**config.mk**
```make
export PLATFORM = sky130hd
export DESIGN_NAME = int_scoreboard
export DESIGN_NICKNAME = d
export VERILOG_FILES = /design/src/rtl/int_scoreboard.sv
export SDC_FILE = /design/constraint.sdc
export NUM_CORES = 1
export LEC_CHECK = 0
export ABC_AREA = 1
export BUFFER_PORTS_ARGS = -buffer_cell sky130_fd_sc_hd__buf_2
export CAP_MARGIN = 20
export CORE_MARGIN = 2
export CORE_UTILIZATION = 45
export CTS_CLUSTER_SIZE = 28
export DETAILED_ROUTE_END_ITERATION = 10
export GPL_TIMING_DRIVEN = 0
export HOLD_SLACK_MARGIN = 0.08
export PLACE_DENSITY = 0.64
export SETUP_SLACK_MARGIN = 0.05
export SKIP_LAST_GASP = 1
export SYNTH_ARGS = -nofsm -noshare
export SYNTH_HDL_FRONTEND = slang
export SYNTH_SLANG_ARGS = --single-unit
```
**constraint.sdc**
```tcl
create_clock -name clk_i -period 7.4 [get_ports clk_i]
set_input_delay 1.48 -clock clk_i [delete_from_list [all_inputs] [get_ports clk_i]]
set_output_delay 1.48 -clock clk_i [all_outputs]
set_load 0.1 [all_outputs]
```
**src/rtl/int_scoreboard.sv**
```systemverilog
// Integer register scoreboard: tracks registers with outstanding long-latency
// writes and raises a stall for RAW/WAW hazards of the instruction in ID.
module int_scoreboard #(
  parameter int reg_els_p        = 32,
  parameter int reg_addr_width_p = 5
) (
  input  logic                        clk_i,
  input  logic                        reset_i,
  input  logic                        op_reads_rf1_i,
  input  logic                        op_reads_rf2_i,
  input  logic                        op_writes_rf_i,
  input  logic [reg_addr_width_p-1:0] src1_id_i,
  input  logic [reg_addr_width_p-1:0] src2_id_i,
  input  logic [reg_addr_width_p-1:0] dest_id_i,
  input  logic                        score_i,
  input  logic [reg_addr_width_p-1:0] score_id_i,
  input  logic                        clear_i,
  input  logic [reg_addr_width_p-1:0] clear_id_i,
  output logic                        dependency_o,
  output logic [reg_addr_width_p:0]   pending_count_o,
  output logic                        empty_o,
  output logic                        error_o
);

  localparam int cnt_w = reg_addr_width_p + 1;

  logic [reg_els_p-1:0] pending_q, pending_d;
  logic [cnt_w-1:0]     count_q, count_d;
  logic                 error_q, error_d;
  logic                 score_hit, same_id;
  logic                 busy_rs1, busy_rs2, busy_rd;

  always_comb begin
    // NOTE: every variable written here gets a default first, so no path
    // through the block leaves a value unassigned and no latch is inferred.
    pending_d = pending_q;
    error_d   = error_q;
    count_d   = '0;
    score_hit = score_i && (score_id_i != '0);
    same_id   = clear_i && score_hit && (score_id_i == clear_id_i);

    if (clear_i && !pending_q[clear_id_i] && !same_id) error_d = 1'b1;
    if (score_hit && pending_q[score_id_i] && !same_id) error_d = 1'b1;

    // Score is applied after clear so that it wins on a same-id collision.
    if (clear_i)   pending_d[clear_id_i] = 1'b0;
    if (score_hit) pending_d[score_id_i] = 1'b1;

    for (int i = 0; i < reg_els_p; i++) begin
      count_d = count_d + cnt_w'(pending_d[i]);
    end
  end

  // A register being written back this cycle is released with zero latency.
  assign busy_rs1 = (src1_id_i != '0) && pending_q[src1_id_i]
                    && !(clear_i && (clear_id_i == src1_id_i));
  assign busy_rs2 = (src2_id_i != '0) && pending_q[src2_id_i]
                    && !(clear_i && (clear_id_i == src2_id_i));
  assign busy_rd  = (dest_id_i != '0) && pending_q[dest_id_i]
                    && !(clear_i && (clear_id_i == dest_id_i));

  assign dependency_o = (op_reads_rf1_i && busy_rs1)
                      | (op_reads_rf2_i && busy_rs2)
                      | (op_writes_rf_i && busy_rd);

  always_ff @(posedge clk_i) begin
    // NOTE: sequential state uses non-blocking assignments so every flop
    // samples the pre-edge values, independent of statement order.
    if (reset_i) begin
      pending_q <= '0;
      count_q   <= '0;
      error_q   <= 1'b0;
    end else begin
      pending_q <= pending_d;
      count_q   <= count_d;
      error_q   <= error_d;
    end
  end

  assign pending_count_o = count_q;
  assign empty_o         = (count_q == '0);
  assign error_o         = error_q;

endmodule

```
After elaboration in Yosys (flattened, before gate mapping)
Cells that the tools add are included.

Word-level logic and storage cells: 100. Register bits: 39. Output and inout bits: 9.

Muxes and demuxes: 18. Reduce and logical (&&, ||, !) cells: 32. Bitwise operators: 5. Equality and inequality tests: 4. Add/sub/neg operators: 31. Magnitude comparators: 7.

Operators by type and width (count): $add A6 B1 Y6 (26); $mux W32 (2); $and A32 B32 Y32 (1); $not A32 Y32 (1); $or A32 B32 Y32 (1); $lt A5 B6 Y1 const B (5); $bmux W1 S5 (5); $logic_and A1 B1 Y1 (21); $eq A5 B5 Y1 (4); $reduce_bool A5 Y1 (4); $demux W1 S5 (2); $ge A5 B1 Y1 const B (2); $mux W1 (9); $add A5 B1 Y6 (1); $logic_not A6 Y1 (1); $add A4 B1 Y5 (1); $logic_not A1 Y1 (5); $add A3 B1 Y4 (1); $add A2 B1 Y3 (1); $add A1 B1 Y2 (1); $or A1 B1 Y1 (2); $reduce_bool A2 Y1 (1).

Logic depth before layout (Yosys ltp)
Depth in word-level cells: 40. Gate-level depth with buffers: 25.

Worst setup path before layout
Ideal clock, no wire load.

Path type: input-to-reg. From: in clear_id_i[4]. To: reg count_q[4] (netlist: pending_count_o[4]). Path buffers: 1. Cell stages on the path: 25. Setup time: 0.070 ns. Data arrival time: 6.608 ns. Path slack: 0.722 ns. Path through: buf_2 inv_2 nor3_1 inv_1 o21ai_0 nand2_1 fa_1 inv_1 fa_1 fa_1 inv_1 fa_1 inv_1 fa_1 fa_1 inv_1 ha_1 fa_1 nand2_1 inv_1 nor2_1 nor2_1 nor2_1 o21ai_0 a21oi_1.

RTL lines: from (decl) (line 18) `input logic [reg_addr_width_p-1:0] clear_id_i,`; $lt A5 B6 Y1 (implied by the code) / $ge A5 B1 Y1 (equally long branches) (line 46) `if (clear_i) pending_d[clear_id_i] = 1'b0;`; $logic_and A1 B1 Y1 (implied by the code) (line 46); $mux W1 (implied by the code) (line 46); $demux W1 S5 (*) (line 46); $not A32 Y32 (no line) (*); $and A32 B32 Y32 (no line) (*); $mux W32 (*) (line 46); $or A32 B32 Y32 (no line); $mux W32 (*) (line 47) `if (score_hit) pending_d[score_id_i] = 1'b1;`; net pending_d[21] (line 27) `logic [reg_els_p-1:0] pending_q, pending_d;`; $add A6 B1 Y6 (*) (11 in series) (line 50) `count_d = count_d + cnt_w'(pending_d[i]);`; to (signal assigned) (line 75) `count_q <= count_d;`; to (decl) (line 28) `logic [cnt_w-1:0] count_q, count_d;`.

Mark *: on every way through the listed nets, which the timed path passes. The rest lies on a longest branch. A chain may end at the register's enable or synchronous reset.

Final worst setup path
From: in clear_id_i[2]. To: reg count_q[4] (netlist: pending_count_o[4]).

The elaborated chain is that of the path after synthesis.

==> results.ini <==
[flow_run]
maxCapViolations = 0

[critical_path]
cpMostUsedCell = fa_1
crit_type = primary input to register
crit_fanout = 9
cp.arrival_ns = 7.20
required_ns = 7.63
critPathLaunchType = primary input
critPathSlowestCell = fa_1
cpPeakStageDelay_ns = 0.57
endpoint_kind = register

[detailed_routing]
drc = 0
wl_um = 17000
drtIter0Drc = 479
vias = 5013
viasPerCell = 5.65
wl_per_cell_um = 19.1
first_pass_iters = 7
final_antenna_net_count = 0

[yosys]
ys_seq_area_share_pct = 18.2
avgSynthCellArea_um2 = 5.97
synth_top_area_share_pct = 18.2
syn_nets = 782
yosysWarnings = 0
synth_cell_types = 29
ys_seq_elements = 39
synthesis.instances = 719
syn_area_mm2 = 0.00429
synth.area.top_cells = dfxtp_1 18%, nand2_1 17%, fa_1 11%, a21oi_1 11%, inv_1 7.5%
synth_area_leader_cell = dfxtp_1

[grt]
grt_max_degree = 14
grt_overflow_total = 0
antenna_found_initial = 0
grt_pass1_wl_um = 26300
grt_pass1_vias = 4790
grtUsageTotal_pct = 34.1

[clock_tree]
worstSkewPairLatency_ns = 0.30
clk_path_buf_depth = 2
cts_tree = built
htree_levels = 2
numCtsBuffers = 5
post_cts_buffers = 0
root_buffer = clkbuf_8
ctsHoldBuffers = 0
clock-sinks = 39
cts.clk_slew.worst_paths_ns = 0.08

[finish]
num-fill-cells = 982
syn2layout_area_growth_pct = 10.8
nets = 820
layout_commonest_cell = nand2_1
final_cell_mix = 200 x nand2_1, 92 x a21oi_1, 86 x inv_1
seq_area_um2 = 781
drive_gt1_share_pct = 11.5
multi_input_area_mm2 = 0.00302
antenna_cells = 0

[floorplan]
die_width_um = 102
rows = 35
fp.dieH_um = 102
ios = 41
die_area_mm2 = 0.0103
core_mm2 = 0.00924
initial_core_util_pct = 46.5

[pwr]
p_total_w = 0.000647
max-vdd-ir-drop_uv = 138
leakage_nw = 2.31
power_density_mw_per_mm2 = 136

[timing]
slew_headroom_pct = 49.1
skew_ns = 0.00623
fmax_ghz = 0.144
grt_setup_unrepaired = no
hold_viol = 0
whs_ns = 0.579
worst_slack_ns = 0.433
setup_viol = 0
period_needed_ns = 6.97
tightestPinTransition_ns = 0.761
period_share_pct = 94.2
drv_slew = 0

[placement]
numPortBuffers = 31
dp_worst_setup_slack_ns = -0.0255
place_hpwl_um = 13200
gp_routability_congestion = 1.04

[min_path]
hp-class = register to register

[outcome]
status = completed

[synth_stat cells]
| cell | n |
|---|---|
| nor2_1 | 71 |
| a31oi_1 | 1 |
| a21oi_1 | 92 |
| xor2_1 | 1 |
| nand3_1 | 39 |
| o21bai_1 | 1 |
| clkinv_1 | 2 |
| nor3_4 | 4 |
| a22oi_1 | 2 |
| inv_1 | 86 |
| nor3_2 | 9 |
| o21ai_0 | 49 |
| ha_1 | 7 |
| o211ai_1 | 11 |
| nand2_1 | 200 |
| nand3b_1 | 1 |
| inv_2 | 12 |
| o21ai_1 | 14 |
| o22ai_1 | 10 |
| or4_1 | 1 |
| xnor2_1 | 5 |
| clkbuf_1 | 11 |
| buf_4 | 1 |
| buf_2 | 18 |
| dfxtp_1 | 39 |
| fa_1 | 24 |
| nor3_1 | 4 |
| inv_4 | 1 |
| nand4_1 | 3 |
[sequential cells by signal (all words and copies together) (netlist names)]
name             count
pending_q           32
pending_count_o      6
error_o              1
[repair_timing]
item,in CTS,in global routing
endpoints found under the setup margin,0,1
resized for setup,0,8
endpoints found under the hold margin,0,0
[final cells by class]
cell class,instances,share of cell area [%]
plain buffers,30,2.95
clock buffers,5,1.45
clock inverters,3,0.921
inverters,101,8.02
multi-input cells,549,63.6
flip-flops and latches,39,16.4
well taps,129,3.39
repair buffers,31,3.26
[path summary, 6_finish.rpt]
| kind | from | to | slack (ns) | depth (start not counted) |
|---|---|---|---|---|
| max | clear_id_i[2] | pending_count_o[4] | 0.43 | 25 |
| min | error_o | error_o | 0.58 | 4 |
| max reg2reg | pending_q[11] | pending_count_o[4] | 1.86 | 21 |
| min reg2reg | error_o | error_o | 0.58 | 4 |
[cell families (layout without fill, tap and decap cells)]
logic type | count (synthesis) | after routing | synth area share, %
fa+ha+maj | 31 | 31 | 13.2
xor+xnor | 6 | 6 | 1.22
simple gates | 332 | 332 | 33.1
compound gates | 180 | 180 | 22.1
buf+inv | 131 | 170 | 12.1
flops | 39 | 39 | 18.2
[per-stage QoR]
stage          area, um2  setup TNS, ns  utilization (%)  instances
6_report            4760              0             51.5        887
4_1_cts             4720              0             51.1        887
3_5_place_dp        4610        -0.0255             49.9        879
3_3_place_gp        4610              0             49.9        879
2_1_floorplan       4290              0                -        719
5_1_grt             4760              0             51.5        887
[power by group]
part / switching, W / leakage [nW] / internal, W
clock: 0.0000845 / 0.0581 / 0.000101
sequential: 0.00000629 / 0.315 / 0.000216
combinational: 0.000178 / 1.93 / 0.0000617
total: 0.000269 / 2.31 / 0.000378
[layer usage]
layer  global-route usage, %  up-vias  wire (um)
met1                    43.7     2260       6660
met3                    5.87       49       1740
met4                    14.0        0        675
li1                        -     2396          -
met2                    56.7      308       7890
met5                       0        -          0
[worst max-delay path, delay by kind of cell]
family | cells | cell delay, ns
compound gates | 3 | 0.45
simple gates | 6 | 0.72
buf+inv | 8 | 0.87
fa+ha+maj | 8 | 3.66
No activity file was read; power rests on OpenSTA's default activity.
